`src/rtl/ext_intr_ctrl.sv`:
```
// External interrupt controller: synchronises peripheral interrupt lines,
// keeps level/edge pending bits, selects one source by fixed priority and
// runs the claim/complete handshake toward the machine-mode CSR block.
//
// state      | meaning
// -----------+---------------------------------------------------------
// ST_IDLE    | nothing presented; waiting for an eligible source
// ST_PENDING | claim_id frozen, m_ext_intr_o asserted, awaiting claim
// ST_SERVICE | source claimed, busy_o asserted, awaiting completion
module ext_intr_ctrl #(
    parameter int NUM_SRC    = 8,
    parameter int CAUSE_BASE = 16
) (
    input  logic               clk_i,
    input  logic               rst_i,
    input  logic [NUM_SRC-1:0] src_i,
    input  logic               cfg_we_i,
    input  logic               cfg_sel_i,
    input  logic [NUM_SRC-1:0] cfg_wdata_i,
    input  logic               int_read_i,
    input  logic               complete_i,
    output logic               m_ext_intr_o,
    output logic [30:0]        mcause_o,
    output logic [4:0]         claim_id_o,
    output logic               busy_o,
    output logic [NUM_SRC-1:0] pending_o
);

    typedef enum logic [1:0] {
        ST_IDLE    = 2'd0,
        ST_PENDING = 2'd1,
        ST_SERVICE = 2'd2
    } state_t;

    state_t state_q, state_n;

    logic [NUM_SRC-1:0] s1_q, s2_q, s2_d_q;
    logic [NUM_SRC-1:0] enable_q, edge_q;
    logic [NUM_SRC-1:0] pending_n;
    logic [NUM_SRC-1:0] eligible;
    logic [NUM_SRC-1:0] claim_mask;
    logic [NUM_SRC-1:0] rise;
    logic [NUM_SRC-1:0] claim_clr;
    logic [NUM_SRC-1:0] mode_chg;
    logic [4:0]         winner;
    logic [4:0]         claim_n;
    logic               en_drop;
    logic               m_ext_n;
    logic               busy_n;
    logic [30:0]        mcause_n;

    assign eligible   = pending_o & enable_q;
    assign claim_mask = NUM_SRC'(1) << claim_id_o;
    assign rise       = s2_q & ~s2_d_q;

    // Two-flop synchroniser plus a delayed copy for rising-edge detection
    always_ff @(posedge clk_i) begin
        if (rst_i) begin
            s1_q   <= '0;
            s2_q   <= '0;
            s2_d_q <= '0;
        end else begin
            s1_q   <= src_i;
            s2_q   <= s1_q;
            s2_d_q <= s2_q;
        end
    end

    // Configuration registers: sel 0 = enable mask, sel 1 = edge-mode mask
    always_ff @(posedge clk_i) begin
        if (rst_i) begin
            enable_q <= '0;
            edge_q   <= '0;
        end else if (cfg_we_i) begin
            if (cfg_sel_i) edge_q   <= cfg_wdata_i;
            else           enable_q <= cfg_wdata_i;
        end
    end

    // Next pending vector; a new edge wins over a simultaneous claim
    always_comb begin
        claim_clr = '0;
        mode_chg  = '0;
        if (state_q == ST_PENDING && int_read_i) claim_clr = claim_mask;
        if (cfg_we_i && cfg_sel_i)               mode_chg  = edge_q ^ cfg_wdata_i;
        pending_n = (edge_q & ((pending_o & ~claim_clr) | rise)) | (~edge_q & s2_q);
        pending_n = pending_n & ~mode_chg;
    end

    // Pending register
    always_ff @(posedge clk_i) begin
        if (rst_i) pending_o <= '0;
        else       pending_o <= pending_n;
    end

    // Fixed priority: lowest eligible index wins
    always_comb begin
        winner = '0;
        for (int k = NUM_SRC - 1; k >= 0; k--) begin
            if (eligible[k]) winner = 5'(k);
        end
    end

    // Next state, latched claim id and registered output values
    always_comb begin
        state_n = state_q;
        claim_n = claim_id_o;
        en_drop = cfg_we_i && !cfg_sel_i && ((cfg_wdata_i & claim_mask) == '0);
        case (state_q)
            ST_IDLE: begin
                if (eligible != '0) begin
                    claim_n = winner;
                    state_n = ST_PENDING;
                end
            end
            ST_PENDING: begin
                if (int_read_i)
                    state_n = ST_SERVICE;
                else if (en_drop || ((eligible & claim_mask) == '0))
                    state_n = ST_IDLE;
            end
            ST_SERVICE: begin
                if (complete_i) state_n = ST_IDLE;
            end
            default: state_n = ST_IDLE;
        endcase
        m_ext_n  = (state_n == ST_PENDING);
        busy_n   = (state_n == ST_SERVICE);
        mcause_n = 31'(CAUSE_BASE) + 31'(claim_n);
    end

    // State register and registered CSR-facing outputs
    always_ff @(posedge clk_i) begin
        if (rst_i) begin
            state_q      <= ST_IDLE;
            claim_id_o   <= '0;
            m_ext_intr_o <= 1'b0;
            busy_o       <= 1'b0;
            mcause_o     <= 31'(CAUSE_BASE);
        end else begin
            state_q      <= state_n;
            claim_id_o   <= claim_n;
            m_ext_intr_o <= m_ext_n;
            busy_o       <= busy_n;
            mcause_o     <= mcause_n;
        end
    end

endmodule

```
`config.mk`:
```
export PLATFORM = sky130hd
export DESIGN_NAME = ext_intr_ctrl
export DESIGN_NICKNAME = d
export VERILOG_FILES = /design/src/rtl/ext_intr_ctrl.sv
export SDC_FILE = /design/constraint.sdc
export NUM_CORES = 1
export LEC_CHECK = 0
export BUFFER_PORTS_ARGS = -buffer_cell sky130_fd_sc_hd__buf_2
export CAP_MARGIN = 10
export CORE_ASPECT_RATIO = 1.5
export CORE_MARGIN = 4
export CORE_UTILIZATION = 50
export DETAILED_ROUTE_END_ITERATION = 10
export PLACE_DENSITY = 0.8
export SETUP_SLACK_MARGIN = 0.2
export SLEW_MARGIN = 20
export SYNTH_ARGS = -nofsm -noshare
export SYNTH_HDL_FRONTEND = slang
export SYNTH_SLANG_ARGS = --single-unit
```
`constraint.sdc`:
```
create_clock -name clk_i -period 1.8 [get_ports clk_i]
set_clock_uncertainty 0.15 [all_clocks]
set_input_delay 0.09 -clock clk_i [delete_from_list [all_inputs] [get_ports clk_i]]
set_output_delay 0.09 -clock clk_i [all_outputs]
set_load 0.02 [all_outputs]
```
## Yosys cells after proc, flatten, opt, wreduce, memory -nomap -nowiden

Cells that the tools add are included.

| word-level totals | value |
|---|---|
| word-level logic and storage cells | 62 |
| register bits after elaboration | 88 |
| bits of input ports | 22 |
| output and inout bits | 46 |

| cells by class | value |
|---|---|
| mux-type cells | 17 |
| add/subtract/negate cells | 1 |
| bitwise operators | 16 |
| reduce and logical (&&, ||, !) cells | 12 |
| equal/unequal tests | 4 |
| shift operators | 1 |

Operator list:

| operator | number |
|---|---|
| 8-bit bitwise AND | 8 |
| 5-bit two-way mux | 9 |
| 8-bit inverter | 4 |
| 8-bit logical NOT | 2 |
| 8-bit two-way mux | 2 |
| 8-bit OR | 2 |
| 2-bit two-way mux | 4 |
| 8-bit nonzero test | 1 |
| 1-bit by 5-bit left shift with 8-bit output (first input constant) | 1 |
| 8-bit XOR | 1 |
| 5-bit by 5-bit adder with 6-bit output (first input constant) | 1 |
| 2-bit case mux with 3 select lines | 1 |
| 2-bit by 1-bit equality test with 1-bit output (second input constant) | 2 |
| 2-bit equality test (second input constant) | 2 |
| 1-bit logical AND | 4 |
| 2-bit AND reduction | 2 |
| 3-bit two-way mux | 1 |
| 2-bit logical NOT | 1 |
| 1-bit logical NOT | 1 |
| 1-bit logical OR | 1 |
| 1-bit inverter | 1 |

## Logic depth before layout (Yosys ltp)

Gate-level depths: netlist (run 1).

| depth | value |
|---|---|
| depth after elaboration | 12 |
| mapped depth | 6 |
| gate-level depth less buffers | 5 |

## Worst setup path after synthesis (run 1)

Ideal clock, no wire load.

| path | value |
|---|---|
| path kind | flip-flop to flip-flop |
| start point | reg claim_id_o[2] |
| end point | reg pending_o[5] |
| setup slack | 0.239 ns |
| stages on the path, launching flop included | 6 |
| period minus slack after synthesis | 1.561 ns |
| path buffers | 0 |
| library setup time | 0.128 ns |
| required time | 1.522 ns |
| arrival | 1.283 ns |
| cells stage by stage | dfxtp_1 > inv_2 > nor4_4 > nand3_1 > a22oi_1 > a2111oi_2 |

| on the way | value |
|---|---|
| cells in the longest elaborated chain, start to end | 8 |

Ends and longest elaborated chain:

| element | line | text |
|---|---|---|
| start: declaration | 24 | `output logic [4:0] claim_id_o,` |
| start signal: assignment | 142 | `claim_id_o <= claim_n;` |
| 1-bit by 5-bit left shift with 8-bit output | 53 | `assign claim_mask = NUM_SRC'(1) << claim_id_o;` |
| 8-bit two-way mux | 84 | `if (state_q == ST_PENDING && int_read_i) claim_clr = claim_mask;` |
| 8-bit inverter | 86 | `pending_n = (edge_q & ((pending_o & ~claim_clr) \| rise)) \| (~edge_q & s2_q);` |
| 8-bit bitwise AND | 86 |  |
| 8-bit OR | 86 |  |
| 8-bit bitwise AND | 86 |  |
| 8-bit OR | 86 |  |
| 8-bit bitwise AND | 87 | `pending_n = pending_n & ~mode_chg;` |
| end signal: assignment | 93 | `else pending_o <= pending_n;` |
| end: declaration | 26 | `output logic [NUM_SRC-1:0] pending_o` |

No other way between the ends.
A chain may end at the register's enable or synchronous reset.

## Worst setup path after layout (run 1)

| path | value |
|---|---|
| start point | reg pending_o[4] |
| end point | reg claim_id_o[0] |

| on the way | value |
|---|---|
| cells in the longest elaborated chain, start to end | 8 |
| elaborated cells on any way between the ends | 9 |
| classes of those cells | mux (7); bitwise (1); reduce/logical (1) |

Ends and longest elaborated chain:

| element | line | text |
|---|---|---|
| 8-bit bitwise AND (*) | 52 | `assign eligible = pending_o & enable_q;` |
| 5-bit two-way mux (5 in series) | 100 | `if (eligible[k]) winner = 5'(k);` |
| 5-bit two-way mux (*) | 111 | `if (eligible != '0) begin` |
| 5-bit two-way mux (*) | 109 | `case (state_q)` |

Mark *: on every way between the ends. The rest lies on a longest branch, timed or not.

==> metrics.txt, run 1 <==
CORE AREA=about 4900 µm²; Synth Flop Type=dfxtp_1; fin area=between 3000 and 4000 µm²; Synth Instances=between 200 and 300; aggregate negative setup slack=0 ps; CP Data Required Time=between 1500 and 2000 ps; Int Pwr=just over 2 mW; post-synthesis async set-or-reset flop share=0; first-pass GRT wire length=~9000 µm; final WL=approximately 5600 µm; Die H=between 90 and 100 µm; DR iter-0 viols=150; area grow syn2layout=21.4%; Synth cell types=36; Layout Nets=about 370; # DRC=0; final core occ=0.630; Final Max Tran Viols=0; dpl cells=387; CTS max path bufs=2; HP Class=in2reg; clock share of power=0.427; 1st-pass router iterations=6; Die W=between 60 and 70 µm; Ant. Diodes=0; Max stage delay cell, worst path=dfxtp_1; EDFF count, synth=0; fill cell count=427; power share of the combinational group=0.089; gpl congestion=0.937; most common cell after layout, fill and taps aside=dfxtp_1; H-tree levels=3; CTS tree=yes; worst-path cell chain=a22oi_1 > nand3_1 > o21ai_2 > nand3b_1 > o41ai_1; Synth Warn #=0; Die Area=approximately 6300 µm²; TritonCTS buffer count=9; Final Hold Vio Count=0; placed cell area=between 2000 and 3000 µm²; Worst-Margin Slew=between 500 and 600 ps; worst setup path class=reg2reg; peak supply drop=0.516 mV; status=complete, no violations; Leakage=approximately 1.2 nW; initial cell density of the core=0.519; worst flop-to-flop path startpoint=pending_o[4]$_SDFF_PP0_; Final Cycle Share=0.864; Port-buffer cells=40; Final HPWL DP=~3900 µm; Final setup viols=0; worst path bufs/invs=0; DRT antenna net count=0; Post-Syn Area=~2500 µm²; NetSw=0.680 mW; clock sink total=between 50 and 60; vias in the first global route=~2000; Seq pwr share=0.484; register bit total from synthesis=between 50 and 60; grt ovf=0; I/O pin cnt=68; antenna violations before repair=0; relative slew slack=0.607; DR vias=approximately 2200; vias per inst=approximately 5.1; CTS root buf=clkbuf_8; share of layout cells above drive strength 1=0.240; FP Rows=31; max-cap violation count=0; largest net degree at the start of global routing=30; most frequent cells in the layout=dfxtp_1 (54), nand2_1 (51), buf_2 (40); Tmin final=between 1500 and 2000 ps; Achievable Freq=approximately 0.64 GHz; CP startpoint=pending_o[4]$_SDFF_PP0_; unrepaired setup endpoints after global routing=yes; Worst Setup Start Kind=flop; switch share=0.248; power per cell area=just under 900 nW/µm²; CP max FO=7; family with the most delay on the worst path=compound AO/OA/AOI/OAI gates; WP data arrival=~1600 ps; biggest cell delay along the critical path=approximately 360 ps; non-filler cells, final=420; wire length per cell=between 10 and 15 µm; CTS clock-pin slew for the worst setup and hold paths=70 ps; Total GRT Usage=0.184; sequential fraction of the synthesis area=0.450; Post-Syn Area per Cell=about 9 µm²; Worst-Skew Late Latency=about 340 ps; CP Capture Type=flop; HP Start=cfg_sel_i
==> layout make-up <==
type                    instances  area, µm²  share of cell area
flip-flops and latches         57       1150               0.373
repair buffers                 67        445               0.145
inverters                       4       15.0             0.00488
multi-input cells             210       1190               0.387
clock buffers                  11        141              0.0459
well taps                      66       82.6              0.0268
clock inverters                 5       55.1              0.0179
==> flip-flops by register name, summed over array words and instances (netlist names) <==
register and cells:
enable_q 8, m_ext_intr_o 1, edge_q 8, claim_id_o 4
s1_q 8, pending_o 8, mcause_o 1, state_q 2
busy_o 1, s2_d_q 8, s2_q 8
==> metrics by stage <==
step                setup slack (ps)  hold WS (ps)  power (mW)
global placement                 271           146        1.56
detailed placement               209           152        1.57
global route                     154          68.2        2.85
CTS                              225          27.0        2.75
floorplan                        239          68.2        1.55
finish                           245          29.6        2.74
==> power by group through the flow <==
stage          clock, mW  combinational (mW)  sequential, mW
2_1_floorplan          0               0.197            1.35
3_5_place_dp           0               0.210            1.36
3_3_place_gp           0               0.206            1.36
4_1_cts             1.19               0.239            1.33
6_report            1.17               0.243            1.33
5_1_grt             1.25               0.268            1.33
==> final timing paths <==
check	to	slack [ps]	cells after the start
max	claim_id_o[0]$_SDFFE_PP0P_	250	5
min	enable_q[1]$_SDFFE_PP0P_	30	4
max reg2reg	claim_id_o[0]$_SDFFE_PP0P_	250	5
min reg2reg	s2_q[2]$_SDFF_PP0_	270	1
==> Yosys cell counts, drive strengths merged, types with 2 or more instances <==
| cell type | n | share of area |
|---|---|---|
| o21ai | 8 | 0.017 |
| nor4 | 4 | 0.018 |
| nand3b | 8 | 0.024 |
| nor2b | 25 | 0.062 |
| nor2 | 14 | 0.021 |
| dfxtp | 57 | 0.45 |
| a21oi | 25 | 0.049 |
| nand2 | 52 | 0.077 |
| a32oi | 2 | 0.0069 |
| clkbuf | 7 | 0.010 |
| a31oi | 2 | 0.0049 |
| nor3 | 2 | 0.0039 |
| and2 | 2 | 0.0049 |
| mux2i | 2 | 0.0079 |
| o2bb2ai | 2 | 0.0069 |
| inv | 4 | 0.0059 |
| a22oi | 9 | 0.027 |
| a2111oi | 8 | 0.047 |
| buf | 38 | 0.11 |
| a221oi | 2 | 0.0069 |
| nand3 | 9 | 0.018 |
==> cell families (layout without fill, tap and decap cells) <==
family / count (synthesis) / in the layout / share of synthesized area
muxes: 2 / 2 / 0.00790
other: 1 / 27 / 0.00148
buffers and inverters: 49 / 87 / 0.125
AOI/OAI and AO/OA: 62 / 62 / 0.179
and+or+nand+nor: 119 / 119 / 0.236
DFF: 57 / 57 / 0.450
==> repair_timing <==
| item | in CTS | in global routing |
|---|---|---|
| endpoints found under the hold margin | 31 | 0 |
| gates cloned | 0 | 0 |
| setup buffers | 0 | 0 |
| hold buffers | 17 | 0 |
| setup endpoints to repair | 2 | 7 |
| gates resized for setup | 1 | 7 |
| pin swaps | 0 | 1 |
==> per-layer routing <==
metal	track usage	vias to the layer above	wire length [µm]
met4	0.112	0	199
met1	0.204	983	2130
li1	-	1062	-
met3	0.0436	17	419
met5	0	-	0
met2	0.312	91	2830
==> tightest hold or removal path: stages <==
cell     delay [ps]
buf_2           100
nor2b_1         130
nand2_1         100
a21oi_1          50
(Power assumes the default switching activity.)
==> inputs of run 2 (changes only) <==
CAP_MARGIN = 20   (was 10)
MAX_ROUTING_LAYER = met4   (was default)
==> metrics.txt, run 2 (synthesized netlist as in run 1, its figures left out) <==
CTS tree=yes (unchanged); initial cell density of the core=0.519 (unchanged); relative slew slack=0.604 (was 0.607); peak supply drop=0.661 mV (was 0.516 mV); aggregate negative setup slack=0 ps (unchanged); vias per inst=5.14 (was 5.13); hold path cells=4 (unchanged); Leakage=1.27 nW (was 1.23 nW); DRT antenna net count=0 (unchanged); DR iter-0 viols=130 (was 150); postcts setup bufs=0 (unchanged); CORE AREA=4890 µm² (unchanged); Final setup viols=0 (unchanged); pre-CTS WS=198 ps (was 209 ps); unrepaired setup endpoints after global routing=yes (unchanged); largest net degree at the start of global routing=32 (was 30); CP max FO=6 (was 7); CTS clock-pin slew for the worst setup and hold paths=70 ps (about the same); clock sink total=57 (unchanged); Worst-Margin Slew=593 ps (was 588 ps); first-pass GRT wire length=9250 µm (was 8990 µm); Register Area=1150 µm² (unchanged); 1st-pass router iterations=5 (was 6); # DRC=0 (unchanged); most common cell after layout, fill and taps aside=dfxtp_1 (unchanged); flop-to-flop setup slack=260 ps (was 250 ps); Die Area=6300 µm² (unchanged); HP Class=in2reg (unchanged); antenna violations before repair=0 (unchanged); Tmin final=1540 ps (was 1550 ps); share of layout cells above drive strength 1=0.244 (was 0.240); max-cap violation count=0 (unchanged); Final HPWL DP=3970 µm (was 3890 µm); final core occ=0.640 (was 0.630); Critical R2R Capture=pending_o[2]$_SDFF_PP0_ (was claim_id_o[0]$_SDFFE_PP0P_); power per cell area=896 nW/µm² (was 891 nW/µm²); area grow syn2layout=23.4% (was 21.4%); CTS max path bufs=2 (unchanged); setup ws final=261 ps (was 245 ps); Port-buffer cells=40 (unchanged); final WL=5690 µm (was 5580 µm); gpl congestion=0.916 (was 0.937); DR vias=2171 (was 2153); WP data arrival=1600 ps (was 1640 ps); CTS root buf=clkbuf_8 (unchanged); Tot Pwr=2.81 mW (was 2.74 mW); CP startpoint=state_q[1]$_SDFF_PP0_ (was pending_o[4]$_SDFF_PP0_); Die W=66.1 µm (unchanged); TritonCTS buffer count=9 (unchanged); grt ovf=0 (unchanged); Final Cycle Share=0.855 (was 0.864); FP Rows=31 (unchanged); cell count of the worst reg-to-reg path=5 (unchanged); Ant. Diodes=0 (unchanged); status=complete, no violations (unchanged); Layout Nets=373 (was 371); most frequent cells in the layout=dfxtp_1 (54), nand2_1 (51), buf_2 (40) (unchanged); Worst Setup Start Kind=flop (unchanged); Die H=95.2 µm (unchanged); fill cell count=421 (was 427); CP Data Required Time=1860 ps (was 1890 ps); Worst-Skew Late Latency=340 ps (about the same); Critical Path End=pending_o[2]$_SDFF_PP0_ (was claim_id_o[0]$_SDFFE_PP0P_); vias in the first global route=2003 (was 2051); H-tree levels=3 (unchanged); Total GRT Usage=0.201 (was 0.184); wire length per cell=13.5 µm (was 13.3 µm); worst setup path class=reg2reg (unchanged); area of the multi-input gates=1210 µm² (was 1190 µm²); Final Max Tran Viols=0 (unchanged); worst flop-to-flop path startpoint=state_q[1]$_SDFF_PP0_ (was pending_o[4]$_SDFF_PP0_); I/O pin cnt=68 (unchanged); CP Capture Type=flop (unchanged); Achievable Freq=0.650 GHz (was 0.643 GHz); Final Hold Vio Count=0 (unchanged)
## run 2: cell types whose count changed in the layout (fill, tap and decap cells not counted), sizes merged
cell / before / now
buf: 50 / 51
clkbuf: 11 / 14
clkinvlp: 2 / 0
dlygate4sd3: 17 / 18
clkinv: 2 / 1
## run 2: repair_timing
action / CTS / global route
hold buffers: 18 / 0
endpoints found under the hold margin: 32 / 0
endpoints found under the setup margin: 4 / 12
resized for setup: 2 / 10
pin swaps: 0 / 3
## run 2: worst max-delay path: stages (launching register included)
cell and delay (ps):
dfxtp_1 380, nor4_2 300, buf_4 180, nand3b_1 110, a22oi_2 230, a2111oi_2 60
## run 2: through the flow
stage               hold WS [ps]  instance area (µm²)  instances
floorplan                   68.2                 2630        316
global placement             146                 2700        388
detailed placement           152                 2700        388
CTS                         17.4                 3090        422
global route                59.9                 3130        422
finish                      29.7                 3130        422
## run 2: power by group
| group | leakage [nW] | total, mW | internal, mW | switching (mW) |
|---|---|---|---|---|
| combinational | 0.691 | 0.248 | 0.0943 | 0.153 |
| clock | 0.107 | 1.23 | 0.751 | 0.476 |
| sequential | 0.467 | 1.33 | 1.30 | 0.0288 |
| total | 1.27 | 2.81 | 2.15 | 0.658 |
## run 2: per-layer routing
layer	wire length [µm]	GRT usage
met1	2160	0.216
met4	225	0.158
met3	378	0.0436
met5	0	-
met2	2920	0.314
## run 2: final cells by class
type,count,share of cell area
clock buffers,14,0.0552
well taps,66,0.0264
inverters,4,0.00480
flip-flops and latches,57,0.367
clock inverters,2,0.0112
repair buffers,69,0.148
multi-input cells,210,0.388
## run 2: worst min path at each step
stage | startpoint | endpoint | slack, ps
2_1_floorplan | src_i[0] | s1_q[0]$_SDFF_PP0_ | 70
3_3_place_gp | src_i[2] | s1_q[2]$_SDFF_PP0_ | 150
3_5_place_dp | src_i[6] | s1_q[6]$_SDFF_PP0_ | 150
4_1_cts | cfg_sel_i | enable_q[5]$_SDFFE_PP0P_ | 20
5_1_grt | cfg_sel_i | enable_q[7]$_SDFFE_PP0P_ | 60
6_report | cfg_sel_i | enable_q[5]$_SDFFE_PP0P_ | 30
